<file path="src/rtl/calc_pkg.sv">
// Shared calculator definitions: widths, BCD conversion FSM states, display codes.
package calc_pkg;

   localparam int unsigned VALUE_W    = 32;
   localparam int unsigned BCD_DIGITS = 10;
   localparam int unsigned NIB_W      = 4;
   localparam int unsigned BCD_W      = BCD_DIGITS * NIB_W;
   localparam int unsigned CNT_W      = 5;
   localparam int unsigned DCNT_W     = 4;

   // Non-decimal nibble codes the segment driver renders as '-' and blank.
   localparam logic [NIB_W-1:0] BCD_MINUS = 4'hA;
   localparam logic [NIB_W-1:0] BCD_BLANK = 4'hF;

   typedef enum logic [1:0] {
      ST_IDLE   = 2'd0,
      ST_SHIFT  = 2'd1,
      ST_FINISH = 2'd2
   } bcd_state_e;

   // Converted result as presented to the display path.
   typedef struct packed {
      logic              sign;
      logic [BCD_W-1:0]  bcd;
      logic [DCNT_W-1:0] digit_cnt;
      logic              ovf;
   } bcd_result_t;

   // Significant-digit count: position of the top nonzero nibble + 1, minimum 1.
   function automatic logic [DCNT_W-1:0] msd_count(input logic [BCD_W-1:0] b);
      logic [DCNT_W-1:0] cnt;
      cnt = DCNT_W'(1);
      for (int i = 0; i < int'(BCD_DIGITS); i++) begin
         if (b[i*NIB_W +: NIB_W] != '0) cnt = DCNT_W'(i + 1);
      end
      return cnt;
   endfunction

endpackage

</file>
<file path="src/rtl/result_bcd_encoder_if.sv">
// Start/done handshake and result bus between calculator core and BCD encoder.
interface result_bcd_encoder_if;
   import calc_pkg::*;

   logic                start;
   logic [VALUE_W-1:0]  value;
   logic                busy;
   logic                done;
   logic                sign;
   logic [BCD_W-1:0]    bcd;
   logic [DCNT_W-1:0]   digit_cnt;
   logic                ovf;

   // Requester side: issues conversions, consumes results.
   modport master (
      output start, value,
      input  busy, done, sign, bcd, digit_cnt, ovf
   );

   // Encoder side.
   modport slave (
      input  start, value,
      output busy, done, sign, bcd, digit_cnt, ovf
   );
endinterface

</file>
<file path="src/rtl/bcd_digit_adj.sv">
// Double-dabble digit correction: add 3 to a BCD nibble when it is 5 or more.
module bcd_digit_adj
   import calc_pkg::*;
(
   input  logic [NIB_W-1:0] nib_in,
   output logic [NIB_W-1:0] nib_out_c
);

   // Pre-shift correction so the doubled digit carries correctly into the next nibble.
   always_comb begin
      nib_out_c = nib_in;
      if (nib_in >= NIB_W'(5)) nib_out_c = nib_in + NIB_W'(3);
   end

endmodule

</file>
<file path="src/rtl/result_bcd_encoder.sv">
// Signed 32-bit result to sign + 10-digit packed BCD, shift-and-add-3, 33-cycle latency.
module result_bcd_encoder
   import calc_pkg::*;
#(
   parameter int unsigned DISP_DIGITS = 4
) (
   input  logic                 clock_50m,
   input  logic                 rst,
   result_bcd_encoder_if.slave  bus
);

   bcd_state_e         state_q, state_n;
   logic [VALUE_W-1:0] mag_q, mag_n;
   logic [BCD_W-1:0]   work_q, work_n;
   logic [CNT_W-1:0]   cnt_q, cnt_n;
   logic               sign_lat_q, sign_lat_n;
   logic               busy_q, busy_n;
   logic               done_q, done_n;
   bcd_result_t        res_q, res_n;
   logic [BCD_W-1:0]   adj_c;

   // One corrector per working digit.
   for (genvar g = 0; g < int'(BCD_DIGITS); g++) begin : g_adj
      bcd_digit_adj u_adj (
         .nib_in    (work_q[g*NIB_W +: NIB_W]),
         .nib_out_c (adj_c[g*NIB_W +: NIB_W])
      );
   end

   // Next-state and next-register values; everything holds unless a state acts on it.
   always_comb begin
      state_n    = state_q;
      mag_n      = mag_q;
      work_n     = work_q;
      cnt_n      = cnt_q;
      sign_lat_n = sign_lat_q;
      busy_n     = busy_q;
      done_n     = 1'b0;
      res_n      = res_q;

      unique case (state_q)
         ST_IDLE: begin
            if (bus.start) begin
               // Magnitude as unsigned: -2^31 maps to 0x8000_0000.
               sign_lat_n = bus.value[VALUE_W-1];
               mag_n      = bus.value[VALUE_W-1] ? (~bus.value + VALUE_W'(1)) : bus.value;
               work_n     = '0;
               cnt_n      = '0;
               busy_n     = 1'b1;
               state_n    = ST_SHIFT;
            end
         end

         ST_SHIFT: begin
            {work_n, mag_n} = {adj_c, mag_q} << 1;
            cnt_n           = cnt_q + CNT_W'(1);
            if (cnt_q == CNT_W'(VALUE_W - 1)) state_n = ST_FINISH;
         end

         ST_FINISH: begin
            res_n.bcd       = work_q;
            res_n.sign      = sign_lat_q;
            res_n.digit_cnt = msd_count(work_q);
            res_n.ovf       = 32'(msd_count(work_q)) > 32'(DISP_DIGITS);
            done_n          = 1'b1;
            busy_n          = 1'b0;
            state_n         = ST_IDLE;
         end

         default: begin
            busy_n  = 1'b0;
            state_n = ST_IDLE;
         end
      endcase
   end

   // State and data registers with synchronous active-low reset.
   always_ff @(posedge clock_50m) begin
      if (!rst) begin
         state_q         <= ST_IDLE;
         mag_q           <= '0;
         work_q          <= '0;
         cnt_q           <= '0;
         sign_lat_q      <= 1'b0;
         busy_q          <= 1'b0;
         done_q          <= 1'b0;
         res_q.sign      <= 1'b0;
         res_q.bcd       <= '0;
         res_q.digit_cnt <= DCNT_W'(1);
         res_q.ovf       <= 1'b0;
      end else begin
         state_q    <= state_n;
         mag_q      <= mag_n;
         work_q     <= work_n;
         cnt_q      <= cnt_n;
         sign_lat_q <= sign_lat_n;
         busy_q     <= busy_n;
         done_q     <= done_n;
         res_q      <= res_n;
      end
   end

   assign bus.busy      = busy_q;
   assign bus.done      = done_q;
   assign bus.sign      = res_q.sign;
   assign bus.bcd       = res_q.bcd;
   assign bus.digit_cnt = res_q.digit_cnt;
   assign bus.ovf       = res_q.ovf;

endmodule

</file>
<file path="src/flat_wrapper.sv">
// flat-port wrapper written by rule: the top's interface ports become plain ports
module result_bcd_encoder_flat import calc_pkg::*;
#(
   parameter int unsigned DISP_DIGITS = 4
)
  (clock_50m, rst, bus_start, bus_value, bus_busy, bus_done, bus_sign, bus_bcd, bus_digit_cnt, bus_ovf);
  result_bcd_encoder_if bus_i ();
  input  logic clock_50m;
  input  logic rst;
  input wire logic [$bits(bus_i.start)-1:0] bus_start;
  input wire logic [$bits(bus_i.value)-1:0] bus_value;
  output wire logic [$bits(bus_i.busy)-1:0] bus_busy;
  output wire logic [$bits(bus_i.done)-1:0] bus_done;
  output wire logic [$bits(bus_i.sign)-1:0] bus_sign;
  output wire logic [$bits(bus_i.bcd)-1:0] bus_bcd;
  output wire logic [$bits(bus_i.digit_cnt)-1:0] bus_digit_cnt;
  output wire logic [$bits(bus_i.ovf)-1:0] bus_ovf;
  assign bus_i.start = bus_start;
  assign bus_i.value = bus_value;
  assign bus_busy = bus_i.busy;
  assign bus_done = bus_i.done;
  assign bus_sign = bus_i.sign;
  assign bus_bcd = bus_i.bcd;
  assign bus_digit_cnt = bus_i.digit_cnt;
  assign bus_ovf = bus_i.ovf;
  result_bcd_encoder #(.DISP_DIGITS(DISP_DIGITS)) u_core (.clock_50m(clock_50m), .rst(rst), .bus(bus_i));
endmodule
</file>
<file path="config.mk">
export PLATFORM = sky130hd
export DESIGN_NAME = result_bcd_encoder_flat
export DESIGN_NICKNAME = d
export VERILOG_FILES = /design/src/rtl/calc_pkg.sv /design/src/rtl/result_bcd_encoder_if.sv /design/src/rtl/bcd_digit_adj.sv /design/src/rtl/result_bcd_encoder.sv /design/src/flat_wrapper.sv
export SDC_FILE = /design/constraint.sdc
export NUM_CORES = 1
export LEC_CHECK = 0
export ABC_AREA = 0
export CAP_MARGIN = 0
export CORE_ASPECT_RATIO = 0.8
export CORE_UTILIZATION = 60
export DETAILED_ROUTE_END_ITERATION = 10
export PLACE_DENSITY_LB_ADDON = 0.08
export SYNTH_ARGS = -nofsm -noshare
export SYNTH_HDL_FRONTEND = slang
export SYNTH_SLANG_ARGS = --single-unit
</file>
<file path="constraint.sdc">
create_clock -name clock_50m -period 2.93 [get_ports clock_50m]
set_input_delay 0.879 -clock clock_50m [delete_from_list [all_inputs] [get_ports clock_50m]]
set_output_delay 0.879 -clock clock_50m [all_outputs]
set_load 0.02 [all_outputs]
</file>
; Word-level counts from Yosys, hierarchy flattened
; Index checks and enable logic that the tools add are counted.
[totals]
out_inout_bits = 48
in_bits = 35
reg_bits = 128
wordCells = 89
[op_classes]
magnitude_cmp = 11
n_reduce_logical = 15
n_eq_ne = 5
mux = 33
bitwise_logic = 2
addsub = 12
[ops]
columns = operator, n
row1 = case mux 40 bit (2 select lines), 1
row2 = 2-to-1 mux 32 bit, 2
row3 = 2-to-1 mux 4 bit, 16
row4 = case mux 32 bit (2 select lines), 1
row5 = ">= comparator 4 x 3 -> 1 bit, second input constant", 10
row6 = 2-to-1 mux 40 bit, 1
row7 = "adder 4 x 2 -> 4 bit, second input constant", 9
row8 = nonzero test 4 bit, 9
row9 = "adder 32 x 1 -> 32 bit, second input constant", 1
row10 = inverter 32 bit, 1
row11 = case mux 5 bit (2 select lines), 1
row12 = 2-to-1 mux 2 bit, 4
row13 = AND reduction 2 bit, 4
row14 = 2-to-1 mux 3 bit, 2
row15 = "adder 5 x 1 -> 5 bit, second input constant", 1
row16 = "equality test 5 bit, second input constant", 1
row17 = 2-to-1 mux 5 bit, 1
row18 = "greater-than comparator 4 x 3 -> 1 bit, second input constant", 1
row19 = case mux 2 bit (2 select lines), 1
row20 = "adder 3 x 2 -> 3 bit, second input constant", 1
row21 = "equality test 2 x 1 -> 1 bit, second input constant", 1
row22 = "equality test 2 bit, second input constant", 1
row23 = logical NOT 2 bit, 1
row24 = 2-to-1 mux 1 bit, 2
row25 = other kinds (5), 5

; Longest topological paths before layout
; Gate-level depths: netlist of run 1.
[depth]
depth_word = 12
ltp_mapped = 8

; By module
; From an unflattened synthesis of run 1, not the netlist that was laid out.
[unflattened]
cells_unflattened = 827
hier_area_um2 = 6537.5
[modules_own_cells]
columns = mod, cells_per_inst, instances, area_per_inst_um2
row1 = result_bcd_encoder, 667, 1, 5524.0
row2 = bcd_digit_adj, 16, 10, 101.3

; Worst setup path after synthesis of run 1
; Ideal clock, no wire load.
[synth_path]
kind = input port to flip-flop
from = input port bus_value[9]
to = register u_core.mag_q[26]
cell_stages = 5
path_slack_ns = 0.710
t_arrival_ns = 2.090
n_path_buf = 0
setup_time_ns = 0.130
t_required_ns = 2.800
cell_sequence = nor4_4 -> nand3_4 -> o41ai_2 -> xor2_1 -> o22ai_1
[synth_between]
elab_chain_len = 5
[synth_rtl]
columns = item, line
row1 = start: declaration, flat_wrapper.sv:11  ; input wire logic [$bits(bus_i.value)-1:0] bus_value;
row2 = inverter 32 bit, result_bcd_encoder.sv:46  ; mag_n = bus.value[VALUE_W-1] ? (~bus.value + VALUE_W'(1)) : bus.value;
row3 = adder 32 x 1 -> 32 bit, result_bcd_encoder.sv:46
row4 = 2-to-1 mux 32 bit, result_bcd_encoder.sv:46
row5 = 2-to-1 mux 32 bit, result_bcd_encoder.sv:43  ; if (bus.start) begin
row6 = case mux 32 bit (2 select lines), result_bcd_encoder.sv:41  ; unique case (state_q)
row7 = end signal: assignment, result_bcd_encoder.sv:93  ; mag_q <= mag_n;
row8 = end: declaration, result_bcd_encoder.sv:13  ; logic [VALUE_W-1:0] mag_q, mag_n;
; Every way passes these cells. The select of a mux whose other input is x is not followed.
; A chain may end at the register's enable or synchronous reset.

; Worst setup path in the final report of run 1
[layout_path]
from = input port bus_value[5]
to = register u_core.mag_q[29]
; The elaborated chain is that of the path after synthesis.

==> results of run 1 <==
==> registers in the layout, summed over array words and instances, names as in the netlist <==
register and cells:
u_core.bus.bcd 40, u_core.bus.busy 1, u_core.bus.digit_cnt 4, u_core.bus.done 1, u_core.bus.ovf 1, u_core.bus.sign 1
u_core.cnt_q 5, u_core.mag_q 32, u_core.sign_lat_q 1, u_core.state_q 2, u_core.work_q 40
==> kinds of logic (layout without fill, tap and decap cells) <==
group / count (synthesis) / in the layout
xor gates and xnor gates: 39 / 39
muxes: 4 / 4
DFF: 128 / 128
and+or+nand+nor: 296 / 296
AOI/OAI and AO/OA: 234 / 234
buffers and inverters: 80 / 173
adders and majority gates: 24 / 24
==> layout make-up <==
class | instances | area [µm²] | area share [%]
multi-input combinational | 597 | 3650 | 44.9
sequential | 128 | 2560 | 31.5
timing repair buffer | 114 | 1060 | 13.0
tap | 140 | 175 | 2.15
inverter | 27 | 103 | 1.26
clock buffer | 22 | 474 | 5.83
clock inverter | 10 | 110 | 1.35
==> synthesized netlist by cell type (3+ instances only) <==
cell and count:
a21oi_1 98, nor3_1 20, xor2_1 15, a22oi_1 25, nor2_1 40, nand3_1 33, or3b_2 5, nor3b_1 6
and2_1 4, o22ai_1 11, o211ai_1 9, xnor2_1 24, ha_1 24, a41oi_1 4, dfxtp_1 128, o41ai_2 8
and3_1 12, o31ai_1 3, o21ai_0 38, clkbuf_1 36, nand2b_1 16, nand4_1 5, o21ba_2 5, mux2i_1 3
nor4_1 3, buf_2 6, buf_1 10, nor2b_1 3, inv_1 25, a21o_1 7, nand2_1 132, a32oi_1 7
==> layout by cell type, fill, tap and decap left out, types with 12 or more instances in the layout <==
cell type and n:
a22oi_1 25, nor2_1 39, nand2_1 132, clkbuf_16 17, and3_1 12, nand3_1 33, a21oi_1 98, xor2_1 15
ha_1 24, buf_4 32, dfxtp_1 128, xnor2_1 24, nand2b_1 16, clkdlybuf4s50_1 82, o21ai_0 38, inv_1 25
nor3_1 20
==> worst min-delay path, cell delays in order (launching register included) <==
cell and delay [ns]:
dfxtp_1 0.31, nand2_1 0.05, a21oi_1 0.05
==> power by group through the flow <==
stage                     sequential, mW  combinational (mW)  clock [mW]
after floorplan                     1.84               0.232           0
after global placement              1.84               0.373           0
after detailed placement            1.84               0.386           0
after CTS                           1.81               0.388        2.08
after global routing                1.81               0.426        2.16
final                               1.81               0.395        2.07
==> layer usage <==
metal | routed length (µm) | global-route usage, %
met5 | 0 | 0
met4 | 302 | 12.3
met3 | 1090 | 6.70
met2 | 8150 | 52.9
met1 | 7390 | 38.7
==> worst paths after layout <==
check | startpoint | endpoint | depth (start not counted)
max | bus_value[5] | u_core.mag_q[29] | 8
min | u_core.bus.bcd[20] | u_core.bus.bcd[20] | 2
min reg2reg | u_core.bus.bcd[20] | u_core.bus.bcd[20] | 2
max reg2reg | u_core.work_q[16] | u_core.bus.digit_cnt[1] | 6
==> metrics by stage <==
| stage | instances | worst slack, ns | util (%) | cell area, µm² |
|---|---|---|---|---|
| after floorplan | 805 | 0.710 | - | 6510 |
| after global placement | 1006 | 0.105 | 72.6 | 7550 |
| after detailed placement | 1006 | 0.0593 | 72.6 | 7550 |
| after CTS | 1038 | 0.482 | 78.2 | 8140 |
| after global routing | 1038 | 0.336 | 78.2 | 8140 |
| final | 1038 | 0.478 | 78.2 | 8140 |
==> impl_metrics.yaml, run 1 <==
pwr:
  power.density_nw_per_um2: 525
  p_sw_share_pct: 23.8
  intPower_mw: 3.25
  p_switching_mw: 1.02
  ir_drop_v: 0.000411
  cellLeakagePower_nw: 2.93
  pwr-share-clk_pct: 48.4
  finalPower_mw: 4.27
  combPwrFrac_pct: 9.3
  power_frac_seq_pct: 42.4
grt:
  grt.overflow.total: 0
  grt_max_degree: 45
  grt_pass1_vias: 6006
  antenna_found_initial: 0
  grt_pass1_wl_mm: 28.0
  track_usage_pct: 31.0
synthesis:
  yosys_warnings: 0
  synth_compound_gate_area_share_pct: 23.3
  synth_top_area_cell: "dfxtp_1"
  ys_top_cells_by_area: "dfxtp_1 39%, nand2_1 7.6%, a21oi_1 7.5%, ha_1 4.6%, xnor2_1 3.2%"
  synthArstFlopShare_pct: 0
  synth_nets: 864
  synth_xor_area_share_pct: 5.25
  yosys.area.top_type_share_pct: 39.4
  yosysSeqAreaShare_pct: 39.4
  syn_inst: 805
  synth_top_family_by_area: "compound AO/OA/AOI/OAI gates"
  synth_edf_count: 0
  synthSimpleGateAreaFrac_pct: 22.1
  synth-seq-cells: 128
  synth-main-ff-cell: "dfxtp_1"
  syn_avg_cell_area_um2: 8.08
  muxShareOfSynthArea_pct: 0.635
  syn-cell-area_um2: 6510
  synth_cell_types: 59
  synth_fa_ha_area_share_pct: 4.62
floorplanning:
  top_level_ports: 83
  die_y_um: 95.1
  die_x_um: 118
  num_rows: 33
  fp.dieArea_um2: 11300
  core_um2: 10400
  initial_core_util_pct: 62.5
timing:
  hold_violations: 0
  slew_headroom_pct: 58.7
  setup_violations: 0
  fin_setup_tns_ns: 0
  holdWs_ns: 0.455
  fmax_ghz: 0.408
  slew_viol_final: 0
  worst_slew_pin_slew_ns: 0.619
  period_minus_slack_ns: 2.45
  post-route-period-util_pct: 83.7
  grt_setup_unrepaired: "no"
  finClkSkew_ns: 0.00646
cts:
  clock_sinks: 128
  h-tree-depth: 4
  cts_tree: "done"
  cts_root_buffer: "clkbuf_16"
  cts-hold-fix-buffers: 0
  clkTransAtPathRegs_ns: 0.06
  cts_buffer_depth: 2
  cts-buffers-inserted: 17
  clk_latency_ns: 0.42
  cts_setup_buffers: 0
  cts_resized: 0
setup_path:
  start_kind: "input port"
  worstSetupEndpointType: "register"
  worstPathArrival_ns: 2.73
  r2r_slack_ns: 0.83
  crit_type: "in -> reg"
  crit_slowest_cell: "clkdlybuf4s50_1"
  crit_fanout: 7
  worst_path_largest_cell_delay_ns: 0.46
  path_common_cell: "buf_4"
  critPathBufInv: 3
  required_ns: 3.21
  critPathTopFamily: "buffers and inverters"
  crit_chain: "clkdlybuf4s50_1 > nor4_2 > buf_4 > nand4_1 > buf_4 > o41ai_2 > xor2_1 > o22ai_1"
routing:
  drc: 0
  drt_iter0_drc: 532
  final_antenna_net_count: 0
  wirelength_mm: 16.9
  first_pass_iters: 7
  num_vias: 6384
  routedWlPerCell_um: 16.3
  viasPerCell: 6.15
place:
  gp_routability_congestion: 0.902
  hpwl_mm: 11.7
  io_buffers: 82
finish:
  fillers: 741
  nets: 944
  area_growth_pct: 25.0
  final_layout_size_suffix_gt1_share_pct: 10.8
  diodes: 0
min_path:
  hold_class: "reg -> reg"
job:
  drv_cap: 0
run_status:
  status: "complete, no violations"
Power figures use the tool's default switching activity.
==> run 2: changes to the inputs <==
--- a/config.mk
+++ b/config.mk
@@ -8,7 +8,7 @@
 export ABC_AREA = 0
 export CAP_MARGIN = 0
 export CORE_ASPECT_RATIO = 0.8
-export CORE_UTILIZATION = 60
+export CORE_UTILIZATION = 50
 export DETAILED_ROUTE_END_ITERATION = 10
 export PLACE_DENSITY_LB_ADDON = 0.08
 export SYNTH_ARGS = -nofsm -noshare
==> constraint.sdc (replaced) <==
create_clock -name clock_50m -period 2 [get_ports clock_50m]
set_input_delay 0.6 -clock clock_50m [delete_from_list [all_inputs] [get_ports clock_50m]]
set_output_delay 0.6 -clock clock_50m [all_outputs]
set_load 0.02 [all_outputs]
==> impl_metrics.yaml, run 2 (synthesized netlist as in run 1, its figures left out) <==
run_status:
  status: "complete, no violations"
floorplanning:
  initial_core_util_pct: 52.3
  fp.dieArea_um2: 13500
  die_y_um: 104
  num_rows: 36
  die_x_um: 130
  top_level_ports: 83
  core_um2: 12400
finish:
  final_layout_size_suffix_gt1_share_pct: 19.7
  finish.utilization_pct: 72.4
  final_common_cell: "nand2_1"
  fillers: 938
  reg_top3: "u_core.bus.bcd: 40 flops, u_core.work_q: 40 flops, u_core.mag_q: 32 flops"
  area_growth_pct: 38.4
  final_cell_mix: "131 x nand2_1, 128 x dfxtp_1, 102 x buf_4"
  diodes: 0
  final_area_um2: 9010
  nets: 1022
  final_cells: 1146
cts:
  clock_sinks: 128
  cts_root_buffer: "clkbuf_16"
  clkTransAtPathRegs_ns: 0.06
  cts-hold-fix-buffers: 0
  h-tree-depth: 4
  clk_latency_ns: 0.41
  cts_buffer_depth: 2
  cts_tree: "done"
  cts-buffers-inserted: 17
setup_path:
  r2r_slack_ns: 0.06
  crit_chain: "clkdlybuf4s50_1"
  crit_slowest_cell: "clkdlybuf4s50_1"
  worst_path_largest_cell_delay_ns: 0.61
  critPathTopFamily: "buffers and inverters"
  required_ns: 1.40
  critPathBufInv: 1
  worstPathArrival_ns: 1.36
  crit_fanout: 2
  start_kind: "register"
  crit_type: "reg -> out"
  worstSetupEndpointType: "output pin"
timing:
  final.setup.worst_slack_ns: 0.0375
  hold_violations: 0
  worst_slew_pin_slew_ns: 0.545
  fmax_ghz: 0.510
  fin_setup_tns_ns: 0
  slew_viol_final: 0
  holdWs_ns: 0.451
  slew_headroom_pct: 63.6
  finClkSkew_ns: 0.00829
  post-route-period-util_pct: 98.1
  grt_setup_unrepaired: "yes"
  setup_violations: 0
  period_minus_slack_ns: 1.96
grt:
  grt_pass1_vias: 6112
  grt.overflow.total: 0
  grt_max_degree: 44
  antenna_found_initial: 0
  grt_pass1_wl_mm: 28.9
  track_usage_pct: 26.6
routing:
  drc: 0
  final_antenna_net_count: 0
  num_vias: 6416
  viasPerCell: 5.60
  wirelength_mm: 17.5
  drt_iter0_drc: 457
  routedWlPerCell_um: 15.3
  first_pass_iters: 5
min_path:
  hold_class: "reg -> reg"
pwr:
  ir_drop_v: 0.000623
  power_frac_seq_pct: 40.9
  combPwrFrac_pct: 10.7
  power.density_nw_per_um2: 718
  intPower_mw: 4.88
  finalPower_mw: 6.47
  p_switching_mw: 1.58
  cellLeakagePower_nw: 3.68
  p_sw_share_pct: 24.5
  pwr-share-clk_pct: 48.4
place:
  hpwl_mm: 12.3
  dp_slack_ns: -0.575
  gp_routability_congestion: 0.868
  dp.cells: 1107
  io_buffers: 82
  postPlaceCellArea_um2: 8170
job:
  drv_cap: 0
-- run 2: cell count changes in the layout (fill, tap and decap cells not counted), sizes merged --
cell and change:
clkinv +1, dlygate4sd2 +4, bufinv +1, buf +77, clkdlybuf4s50 -25, nand3 +1
inv +1, dlymetal6s2s +18, clkbuf -1
-- run 2: per-layer routing --
metal | up-vias | GRT usage [%] | part of all wire [%]
met2 | 156 | 42.9 | 47
li1 | 3168 | - | -
met1 | 3080 | 36.2 | 48
met5 | - | 0 | 0
met3 | 12 | 4.48 | 4.5
met4 | 0 | 8.39 | 0.74
-- run 2: worst min-delay path: stages (launching register included) --
cell     delay (ns)
dfxtp_1        0.31
nand2_1        0.05
a21oi_1        0.05
-- run 2: path summary, 6_finish.rpt --
path | start | endpoint | depth (start not counted)
worst max-delay path | u_core.bus.bcd[27] | bus_bcd[27] | 1
worst min-delay path | u_core.bus.bcd[30] | u_core.bus.bcd[30] | 2
worst max register to register | u_core.work_q[12] | u_core.bus.digit_cnt[1] | 6
worst min register to register | u_core.bus.bcd[30] | u_core.bus.bcd[30] | 2
-- run 2: area by class of cell --
class	instances	area [µm²]	share of cell area, %
Multi-Input combinational cell	598	3810	42.3
Sequential cell	128	2560	28.5
Timing Repair Buffer	191	1730	19.2
Clock buffer	18	429	4.77
Tap cell	171	214	2.38
Clock inverter	13	165	1.83
Inverter	27	103	1.14
-- run 2: power by group through the flow --
stage / combinational [mW] / clock (mW) / sequential [mW]
floorplan: 0.339 / 0 / 2.69
global placement: 0.650 / 0 / 2.70
detailed placement: 0.666 / 0 / 2.70
CTS: 0.676 / 3.16 / 2.64
global route: 0.747 / 3.29 / 2.65
finish: 0.692 / 3.13 / 2.65
-- run 2: repair_timing --
item | 4_1_cts | 5_1_grt
resized for setup | 15 | 45
setup endpoints to repair | 17 | 31
endpoints found under the hold margin | 0 | 0
pin swaps | 7 | 14
setup buffers | 6 | 1
cloned | 1 | 0
